`src/rtl/single_port_sync_ram_be_if.sv`:
```
// Request/response bundle between a bus-side controller and the byte-enable RAM.
// The master drives the request fields; the slave returns ready and read results.
interface single_port_sync_ram_be_if #(
    parameter int ADDR_WIDTH = 4,
    parameter int DATA_WIDTH = 32
);
    logic                    req;
    logic                    we;
    logic [ADDR_WIDTH-1:0]   addr;
    logic [DATA_WIDTH-1:0]   wdata;
    logic [DATA_WIDTH/8-1:0] be;
    logic                    ready;
    logic [DATA_WIDTH-1:0]   rdata;
    logic                    rvalid;
    logic                    rerr;

    modport master (
        output req, we, addr, wdata, be,
        input  ready, rdata, rvalid, rerr
    );

    modport slave (
        input  req, we, addr, wdata, be,
        output ready, rdata, rvalid, rerr
    );
endinterface

```
`src/rtl/single_port_sync_ram_be.sv`:
```
// Single-port RAM with byte enables that zeroes itself after reset before accepting requests.
// Read latency 1 cycle (OUT_REG=0) or 2 (OUT_REG=1); ready=0 during the clear sweep is the only backpressure.
module single_port_sync_ram_be #(
    parameter int ADDR_WIDTH = 4,
    parameter int DATA_WIDTH = 32,
    parameter int DEPTH      = 16,
    parameter int OUT_REG    = 0
) (
    input  logic                       clk,
    input  logic                       rst_n,
    single_port_sync_ram_be_if.slave   bus
);
    localparam int NB = DATA_WIDTH / 8;
    localparam logic [ADDR_WIDTH-1:0] LAST_WORD = ADDR_WIDTH'(DEPTH - 1);

    typedef enum logic {
        S_CLEAR = 1'b0,
        S_RUN   = 1'b1
    } state_t;

    state_t                  r_state;
    state_t                  w_state_nxt;
    logic [ADDR_WIDTH-1:0]   r_clr_cnt;
    logic [ADDR_WIDTH-1:0]   w_clr_cnt_nxt;
    logic                    w_clr_wr;

    logic [DATA_WIDTH-1:0]   r_mem [DEPTH];

    logic                    w_ready;
    logic                    w_in_range;
    logic                    w_wr_acc;
    logic                    w_rd_acc;

    logic                    r_s1_vld;
    logic                    r_s1_err;
    logic [DATA_WIDTH-1:0]   r_s1_dat;

    always_ff @(posedge clk or negedge rst_n) begin
        if (!rst_n) begin
            r_state   <= S_CLEAR;
            r_clr_cnt <= '0;
        end else begin
            r_state   <= w_state_nxt;
            r_clr_cnt <= w_clr_cnt_nxt;
        end
    end

    always_comb begin
        w_state_nxt   = r_state;
        w_clr_cnt_nxt = r_clr_cnt;
        w_clr_wr      = 1'b0;
        case (r_state)
            S_CLEAR: begin
                w_clr_wr      = 1'b1;
                w_clr_cnt_nxt = r_clr_cnt + ADDR_WIDTH'(1);
                if (r_clr_cnt == LAST_WORD) begin
                    w_state_nxt   = S_RUN;
                    w_clr_cnt_nxt = '0;
                end
            end
            S_RUN: begin
                w_state_nxt = S_RUN;
            end
            default: begin
                w_state_nxt   = S_CLEAR;
                w_clr_cnt_nxt = '0;
            end
        endcase
    end

    assign w_ready    = (r_state == S_RUN);
    // Extra top bit so DEPTH == 2**ADDR_WIDTH still compares correctly.
    assign w_in_range = ({1'b0, bus.addr} < (ADDR_WIDTH + 1)'(DEPTH));
    assign w_wr_acc   = w_ready & bus.req & bus.we & w_in_range;
    assign w_rd_acc   = w_ready & bus.req & ~bus.we;

    always_ff @(posedge clk) begin
        if (w_clr_wr) begin
            r_mem[r_clr_cnt] <= '0;
        end else if (w_wr_acc) begin
            for (int i = 0; i < NB; i++) begin
                if (bus.be[i]) begin
                    r_mem[bus.addr][8*i +: 8] <= bus.wdata[8*i +: 8];
                end
            end
        end
    end

    // Data is only reloaded on a read so the last result persists through writes and idles.
    always_ff @(posedge clk or negedge rst_n) begin
        if (!rst_n) begin
            r_s1_vld <= 1'b0;
            r_s1_err <= 1'b0;
            r_s1_dat <= '0;
        end else begin
            r_s1_vld <= w_rd_acc;
            r_s1_err <= w_rd_acc & ~w_in_range;
            if (w_rd_acc) begin
                r_s1_dat <= w_in_range ? r_mem[bus.addr] : '0;
            end
        end
    end

    generate
        if (OUT_REG != 0) begin : g_oreg
            logic                  r_s2_vld;
            logic                  r_s2_err;
            logic [DATA_WIDTH-1:0] r_s2_dat;

            always_ff @(posedge clk or negedge rst_n) begin
                if (!rst_n) begin
                    r_s2_vld <= 1'b0;
                    r_s2_err <= 1'b0;
                    r_s2_dat <= '0;
                end else begin
                    r_s2_vld <= r_s1_vld;
                    r_s2_err <= r_s1_err;
                    if (r_s1_vld) begin
                        r_s2_dat <= r_s1_dat;
                    end
                end
            end

            assign bus.rvalid = r_s2_vld;
            assign bus.rerr   = r_s2_err;
            assign bus.rdata  = r_s2_dat;
        end else begin : g_noreg
            assign bus.rvalid = r_s1_vld;
            assign bus.rerr   = r_s1_err;
            assign bus.rdata  = r_s1_dat;
        end
    endgenerate

    assign bus.ready = w_ready;

endmodule
```
`src/flat_wrapper.sv`:
```
// flat-port wrapper written by rule: the top's interface ports become plain ports
module single_port_sync_ram_be_flat 
#(
    parameter int ADDR_WIDTH = 4,
    parameter int DATA_WIDTH = 32,
    parameter int DEPTH      = 16,
    parameter int OUT_REG    = 0
)
  (clk, rst_n, bus_req, bus_we, bus_addr, bus_wdata, bus_be, bus_ready, bus_rdata, bus_rvalid, bus_rerr);
  single_port_sync_ram_be_if #(.ADDR_WIDTH(ADDR_WIDTH), .DATA_WIDTH(DATA_WIDTH)) bus_i ();
  input  logic clk;
  input  logic rst_n;
  input wire logic [$bits(bus_i.req)-1:0] bus_req;
  input wire logic [$bits(bus_i.we)-1:0] bus_we;
  input wire logic [$bits(bus_i.addr)-1:0] bus_addr;
  input wire logic [$bits(bus_i.wdata)-1:0] bus_wdata;
  input wire logic [$bits(bus_i.be)-1:0] bus_be;
  output wire logic [$bits(bus_i.ready)-1:0] bus_ready;
  output wire logic [$bits(bus_i.rdata)-1:0] bus_rdata;
  output wire logic [$bits(bus_i.rvalid)-1:0] bus_rvalid;
  output wire logic [$bits(bus_i.rerr)-1:0] bus_rerr;
  assign bus_i.req = bus_req;
  assign bus_i.we = bus_we;
  assign bus_i.addr = bus_addr;
  assign bus_i.wdata = bus_wdata;
  assign bus_i.be = bus_be;
  assign bus_ready = bus_i.ready;
  assign bus_rdata = bus_i.rdata;
  assign bus_rvalid = bus_i.rvalid;
  assign bus_rerr = bus_i.rerr;
  single_port_sync_ram_be #(.ADDR_WIDTH(ADDR_WIDTH), .DATA_WIDTH(DATA_WIDTH), .DEPTH(DEPTH), .OUT_REG(OUT_REG)) u_core (.clk(clk), .rst_n(rst_n), .bus(bus_i));
endmodule
```
`config.mk`:
```
export PLATFORM = sky130hd
export DESIGN_NAME = single_port_sync_ram_be_flat
export DESIGN_NICKNAME = d
export VERILOG_FILES = /design/src/rtl/single_port_sync_ram_be_if.sv /design/src/rtl/single_port_sync_ram_be.sv /design/src/flat_wrapper.sv
export SDC_FILE = /design/constraint.sdc
export NUM_CORES = 1
export LEC_CHECK = 0
export BUFFER_PORTS_ARGS = -buffer_cell sky130_fd_sc_hd__buf_2
export CORE_UTILIZATION = 40
export DETAILED_ROUTE_END_ITERATION = 16
export GPL_TIMING_DRIVEN = 1
export HOLD_SLACK_MARGIN = 0.1
export PLACE_DENSITY = 0.64
export SLEW_MARGIN = 20
export SYNTH_ARGS = -nofsm -noshare
export SYNTH_HDL_FRONTEND = slang
export SYNTH_SLANG_ARGS = --single-unit
```
`constraint.sdc`:
```
create_clock -name clk -period 3.35 [get_ports clk]
set_input_delay 0 -clock clk [delete_from_list [all_inputs] [get_ports clk]]
set_output_delay 0 -clock clk [all_outputs]
set_load 0.01 [all_outputs]
```
# == Word-level counts from Yosys, hierarchy flattened ==
# Memories as Yosys holds them, arrays and structs flattened. A register that Yosys moved wholly into a read port is not among the register bits.
# Index checks and enable logic that the tools add are counted.
# totals
ff_bits,6
ram_bits,512
in_bits,44
output_inout_bits,35
memories,1
# op_classes
addsub,1
n_eq_ne,1
muxes,23
bitwise_logic,5
n_reduce_logical,2
# mem_list
memory,words,width,read_ports,rd_clocked_by_memory_dff,write_ports,line,source
u_core.r_mem,16,32,1,1,1,single_port_sync_ram_be.sv:27,logic [DATA_WIDTH-1:0] r_mem [DEPTH];
# op_table
op,count
$mux W32,1
$reduce_or A32 Y1,1
$mux W1,18
$mux W4,3
$add A4 B1 Y4 const B,1
$eq A4 B4 Y1 const B,1
$and A1 B1 Y1,3
$not A1 Y1,2
$pmux W1 S2,1
$logic_not A1 Y1,1

# == Logic depth before layout (Yosys ltp) ==
# Gate-level depths: netlist (run 1).
# logic_depth
depth_word,7
mapped_depth,8
mapped_depth_nobuf,4

# == Least setup slack after synthesis (run 1) ==
# Ideal clock, no wire load.
# synth_timing
path_type,flip-flop to flip-flop
startpoint,"reg u_core.r_state, in the netlist u_core.bus.ready"
endpoint,"mem u_core.r_mem[15][24], enable pin"
setup_ns,0.383
arrival_ns,1.899
path_slack_ns,1.068
stages_incl_launch_ff,6
n_path_buf,1
synth_period_minus_slack_ns,2.282
cell_sequence,dfrtp_1 > nand3_1 > nor2_4 > mux2_4 > buf_6 > nor3_1
# synth_between
elab_chain_len,7
word_cells_on_any_way,18
classes_between,15 x mux; 2 x bitwise; 1 x reduce/logical
# synth_rtl
element,line,source
from (decl),single_port_sync_ram_be.sv:21,state_t r_state;
from (signal assigned),single_port_sync_ram_be.sv:43,r_state <= w_state_nxt;
$and A1 B1 Y1 (2 in a row),single_port_sync_ram_be.sv:74,assign w_wr_acc = w_ready & bus.req & bus.we & w_in_range;
$mux W1,single_port_sync_ram_be.sv:80,end else if (w_wr_acc) begin
$mux W1,single_port_sync_ram_be.sv:78,if (w_clr_wr) begin
$mux W1 (implied by the code),single_port_sync_ram_be.sv:83,r_mem[bus.addr][8*i +: 8] <= bus.wdata[8*i +: 8];
$reduce_or A32 Y1 (no source line),--,
$mux W4 (no source line),--,
to (decl),single_port_sync_ram_be.sv:27,
# Parallel ways exist; a longest one is shown, timed or not.

# == Worst setup path in the final report (run 1) ==
# layout_timing
startpoint,"reg u_core.r_state, in the netlist u_core.bus.ready"
endpoint,"mem u_core.r_mem[2][10], enable pin"
# The elaborated chain is that of the path after synthesis.

==> flow_summary.json, run 1 <==
{
  "hold_depth": 2,
  "io_pins": 79,
  "cts_inserted_buffers": 55,
  "avgViaCountPerCell": 5.55,
  "place.gp.congestion": 0.781,
  "overflow": 0,
  "antenna_found_initial": 1,
  "post_drt_wl_per_cell_um": 25.4,
  "setup_viol_count_final": 0,
  "drc": 0,
  "yosysUniqueCellTypes": 43,
  "start_util": 0.406,
  "fin_nets": 1352,
  "min_from": "bus_wdata[6]",
  "first_global_vias": 11600,
  "regArea_um2": 16300,
  "synthArstFlopShare": 0.0691,
  "clkPwrFrac": 0.412,
  "p_sw_w": 0.00307,
  "holdWs_ps": 91.4,
  "cts_resized": 0,
  "synth_fa_ha_area_frac": 0.000572,
  "setup_tns_ps": 0,
  "endpoint_kind": "register",
  "netlist.area_leader.share": 0.703,
  "synth-xor-area-share": 0.000400,
  "layout_commonest_cell": "edfxtp_1",
  "yosys_register_bits": 550,
  "rows": 85,
  "die_w_um": 236,
  "yosys_warnings": 0,
  "grt_pass1_wl_um": 76900,
  "seq_area_frac_synth": 0.746,
  "rr_startpoint": "u_core.bus.ready",
  "clock_latency_ps": 600,
  "utilization": 0.467,
  "yosys.area_share.simple": 0.0437,
  "crit_start": "u_core.bus.ready",
  "die_area_um2": 55600,
  "grt_max_degree": 88,
  "p_int_w": 0.0111,
  "fmaxAchievable_ghz": 0.358,
  "syn_inst": 1164,
  "syn_nets": 1209,
  "synth-edff-count": 512,
  "routed_wirelength_um": 52000,
  "comb_power_share": 0.053,
  "nFillCells": 4466,
  "area_growth_pct": 15.2,
  "vias": 11400,
  "core_area_um2": 53900,
  "antenna_left": 0,
  "maxCapViolations": 0,
  "final_cell_mix": "512 x edfxtp_1, 161 x mux2i_1, 75 x buf_2",
  "min_to": "u_core.r_mem[14][6]",
  "syn_avg_cell_area_um2": 18.8,
  "synth.area.top_cells": "edfxtp_1 70%, mux2i_1 7.4%, mux4_2 6.5%",
  "p_per_area_nw_per_um2": 563,
  "port_buffers": 77,
  "start_kind": "register",
  "final_cells": 2048,
  "finalCritPeriodShare": 0.834,
  "reg2reg_slack_ps": 560,
  "synth_ff_type": "edfxtp_1",
  "cts.sinks": 550,
  "synth-compound-area-share": 0.0423,
  "track_usage": 0.188,
  "htreeDepth": 2,
  "cts.clk_slew.worst_paths_ps": 60,
  "tightest_slew_ps": 1070,
  "peakVddDrop_uv": 381,
  "hold_viol_final": 0,
  "cts_setup_buffers": 0,
  "rsz0062_at_grt": "false",
  "critPathRequiredTime_ps": 3700,
  "chipHeight_um": 236,
  "hp-class": "in -> reg",
  "synthMuxAreaShare": 0.146,
  "multi_input_area_um2": 5140,
  "synth_area_leader_cell": "edfxtp_1",
  "worstReg2RegEnd": "u_core.r_mem[2][10]",
  "p_leak_nw": 9.51,
  "root_buffer": "clkbuf_16",
  "final_max_slew_viol_count": 0,
  "seqPwrFrac": 0.535,
  "path_class": "reg -> reg",
  "crit_path_max_fanout": 16,
  "drive_gt1_frac": 0.242,
  "dp.cells": 1926,
  "hold_buffers": 20,
  "clock_path_buffers": 3,
  "reg2reg_depth": 6,
  "slew_headroom": 0.271,
  "outcome": "finished clean",
  "syn_area_um2": 21900,
  "dr.pass1.iters": 5,
  "power.share.switching": 0.216,
  "min_period_ps": 2790,
  "drt_iter0_markers": 1045,
  "p_total_w": 0.0142,
  "cts_tree": "yes",
  "dp_hpwl_um": 32200,
  "cp.arrival_ps": 3140,
  "antenna_cells": 0,
  "synth_top_family_by_area": "multiplexers",
  "finClkSkew_ps": 17.6
}
## cell usage after synthesis, types with 2 or more instances
library cell  number
edfxtp_1         512
mux2i_1          161
mux4_2            63
nor3_1            40
nand2_1           39
dfrtp_1           38
and2_1            34
a21oi_1           33
a22oi_1           32
a32oi_1           31
clkbuf_1          29
o21ai_0           29
nor3_2            24
buf_2             20
buf_4             14
nor2b_1            9
buf_6              8
o21ai_1            6
mux2i_4            5
nor2_1             5
a21boi_1           4
buf_1              3
buf_8              2
mux2_4             2
nand2b_1           2
nand3_1            2
## worst max-delay path: stages (launching register included)
cell     delay (ps)
dfrtp_1         350
nand3_1         170
nor2_4          390
buf_4           300
mux2i_4         910
nor3_1          170
buf_4           230
## state kept, by name, indices dropped and copies added, names as in the netlist
signal             cells
u_core.r_mem         512
u_core.bus.rdata      32
u_core.r_clr_cnt       4
u_core.bus.ready       1
u_core.bus.rvalid      1
## through the flow
step	cell area, um^2	setup WS, ps
finish	25200	557
global placement	23300	630
detailed placement	23300	595
CTS	25200	553
global route	25200	474
floorplan	21900	1070
## power by group through the flow
stage | clock network [W] | logic (W) | registers (W)
CTS | 0.00590 | 0.000769 | 0.00759
global route | 0.00615 | 0.000811 | 0.00759
detailed placement | 0 | 0.000748 | 0.00773
finish | 0.00584 | 0.000757 | 0.00759
global placement | 0 | 0.000739 | 0.00773
floorplan | 0 | 0.000415 | 0.00774
## worst max-delay path by stage
stage	endpoint	slack [ps]
6_report	u_core.r_mem[2][10]	560
5_1_grt	u_core.r_mem[2][23]	470
4_1_cts	u_core.r_mem[2][23]	550
3_5_place_dp	u_core.r_mem[2][9]	600
3_3_place_gp	u_core.r_mem[2][9]	630
2_1_floorplan	u_core.r_mem[15][24]	1070
## metal layers
metal	vias to the layer above	track usage	part of all wire
li1	4974	-	-
met1	5916	0.270	0.45
met5	-	0	0
met2	408	0.301	0.48
met4	0	0.0497	0.018
met3	71	0.0288	0.058
## cells by family (layout without fill, tap and decap cells)
kind of cell             after synthesis  in the layout
AO/OA/AOI/OAI                        140            140
XOR/XNOR                               1              1
adder cells (fa/ha/maj)                1              1
buffers and inverters                 79            267
flip-flops                           550            550
multiplexers                         232            232
other                                  1              1
AND/OR/NAND/NOR                      160            160
## cell type report
type	instances	share of cell area
Clock inverter	28	0.00750
Timing Repair Buffer	163	0.0458
Multi-Input combinational cell	535	0.204
Sequential cell	550	0.648
Clock buffer	74	0.0599
Tap cell	696	0.0346
Inverter	2	0.000298
No activity file was read; power rests on OpenSTA's default activity.
==> inputs of run 2 (changes only) <==
--- a/config.mk
+++ b/config.mk
@@ -10,7 +10,7 @@
 export DETAILED_ROUTE_END_ITERATION = 16
 export GPL_TIMING_DRIVEN = 1
 export HOLD_SLACK_MARGIN = 0.1
-export PLACE_DENSITY = 0.64
+export PLACE_DENSITY = 0.66
 export SLEW_MARGIN = 20
 export SYNTH_ARGS = -nofsm -noshare
 export SYNTH_HDL_FRONTEND = slang
==> constraint.sdc (replaced) <==
create_clock -name clk -period 2.3 [get_ports clk]
set_input_delay 0 -clock clk [delete_from_list [all_inputs] [get_ports clk]]
set_output_delay 0 -clock clk [all_outputs]
set_load 0.01 [all_outputs]
==> flow_summary.json, run 2 (same netlist as run 1, synthesis figures left out) <==
{
  "core_area_um2": 53900,
  "area_growth_pct": 17.0,
  "layout_commonest_cell": "edfxtp_1",
  "nFillCells": 4424,
  "drc": 0,
  "finClkSkew_ps": 19.1,
  "htreeDepth": 2,
  "seqPwrFrac": 0.539,
  "root_buffer": "clkbuf_16",
  "grt_max_degree": 52,
  "critPathRequiredTime_ps": 2640,
  "met2_usage": 0.288,
  "final_cell_mix": "512 x edfxtp_1, 161 x mux2i_1, 98 x buf_4",
  "p_per_area_nw_per_um2": 801,
  "post_drt_wl_per_cell_um": 24.3,
  "setup_viol_count_final": 0,
  "cts.sinks": 550,
  "chipHeight_um": 236,
  "cts_tree": "yes",
  "clock_latency_ps": 600,
  "largest_register": "u_core.r_mem",
  "busiest_layer": "met2",
  "vias": 11500,
  "use_met3": 0.0355,
  "antenna_found_initial": 1,
  "clock_path_buffers": 3,
  "dr.pass1.iters": 5,
  "endpoint_kind": "register",
  "maxCapViolations": 0,
  "p_leak_nw": 9.77,
  "postLayoutSetupSlackWorst_ps": 209,
  "avgViaCountPerCell": 5.50,
  "cts.clk_slew.worst_paths_ps": 60,
  "final_max_slew_viol_count": 0,
  "clkPwrFrac": 0.406,
  "design_area_um2": 25600,
  "io_pins": 79,
  "track_usage": 0.185,
  "antenna_cells": 0,
  "cts_inserted_buffers": 54,
  "tightest_slew_ps": 811,
  "overflow": 0,
  "grt_pass1_wl_um": 76200,
  "dp_hpwl_um": 32400,
  "hp-class": "in -> reg",
  "crit_path_max_fanout": 16,
  "place_ws_ps": -22.7,
  "finalCritPeriodShare": 0.909,
  "port_buffers": 77,
  "largest_reg_flops": 512,
  "peakVddDrop_uv": 494,
  "drive_gt1_frac": 0.263,
  "antenna_left": 0,
  "slew_headroom": 0.448,
  "place.gp.congestion": 0.784,
  "placedInstanceArea_um2": 23600,
  "rows": 85,
  "p_sw_w": 0.00443,
  "p_int_w": 0.0161,
  "rsz0062_at_grt": "false",
  "start_util": 0.406,
  "hold_viol_final": 0,
  "start_kind": "register",
  "path_class": "reg -> reg",
  "power.share.switching": 0.216,
  "fin_nets": 1398,
  "routed_wirelength_um": 50900,
  "fmaxAchievable_ghz": 0.478,
  "first_global_vias": 11800,
  "comb_power_share": 0.055,
  "min_period_ps": 2090,
  "utilization": 0.475,
  "drt_iter0_markers": 861,
  "cp.arrival_ps": 2430,
  "die_area_um2": 55600,
  "outcome": "finished clean",
  "grt_use_met1": 0.264,
  "die_w_um": 236
}
## run 2: timing repair
| action | 4_1_cts | 5_1_grt |
|---|---|---|
| resized for setup | 0 | 1 |
| hold buffers | 24 | 0 |
| setup endpoints to repair | 8 | 153 |
| cloned | 0 | 0 |
| hold endpoints to repair | 300 | 0 |
| setup buffers | 2 | 5 |
## run 2: path summary, 6_finish.rpt
kind,cells after the start,slack (ps),startpoint,endpoint
max,6,210,u_core.bus.ready,u_core.r_mem[3][5]
min,2,90,bus_wdata[29],u_core.r_mem[0][29]
min reg2reg,2,490,u_core.bus.rdata[30],u_core.bus.rdata[30]
max reg2reg,6,210,u_core.bus.ready,u_core.r_mem[3][5]
min in group asynchronous,4,550,rst_n,u_core.bus.rdata[20]
max in group asynchronous,4,1480,rst_n,u_core.bus.rdata[4]
## run 2: per-stage QoR
stage / hold WS, ps / total power (W) / TNS (ps) / instances
6_report: 92.3 / 0.0205 / 0 / 2094
5_1_grt: 118 / 0.0211 / 0 / 2094
4_1_cts: 100 / 0.0206 / 0 / 2089
3_5_place_dp: 151 / 0.0124 / -179 / 1962
3_3_place_gp: 135 / 0.0123 / 0 / 1962
2_1_floorplan: -296 / 0.0119 / 0 / 1164
## run 2: cell type report
class | instances | area, um^2 | share of cell area
flip-flops and latches | 550 | 16300 | 0.638
clock inverters | 24 | 154 | 0.00601
clock buffers | 77 | 1510 | 0.0589
inverters | 2 | 7.51 | 0.000293
multi-input cells | 535 | 5120 | 0.200
repair buffers | 210 | 1620 | 0.0631
well taps | 696 | 871 | 0.0340
## run 2: layer usage
layer | wire [um] | part of all wire | vias to the layer above
met3 | 3120 | 0.061 | 59
met1 | 22600 | 0.44 | 5972
met5 | 0 | 0 | -
met4 | 1090 | 0.021 | 0
li1 | - | - | 5064
met2 | 24100 | 0.47 | 419
## run 2: power by group through the flow
| stage | clock network [W] | registers, W | logic, W |
|---|---|---|---|
| after floorplan | 0 | 0.0113 | 0.000605 |
| after global placement | 0 | 0.0113 | 0.00107 |
| after detailed placement | 0 | 0.0113 | 0.00109 |
| after CTS | 0.00844 | 0.0111 | 0.00113 |
| after global routing | 0.00880 | 0.0111 | 0.00121 |
| final | 0.00834 | 0.0111 | 0.00112 |
## run 2: worst max-delay path, cell delays in order, from the launching register on
cell     delay [ps]
dfrtp_1         340
nand3_1         150
nor2_4          140
buf_12          170
mux2i_4         710
nor3_1           90
buf_4           230
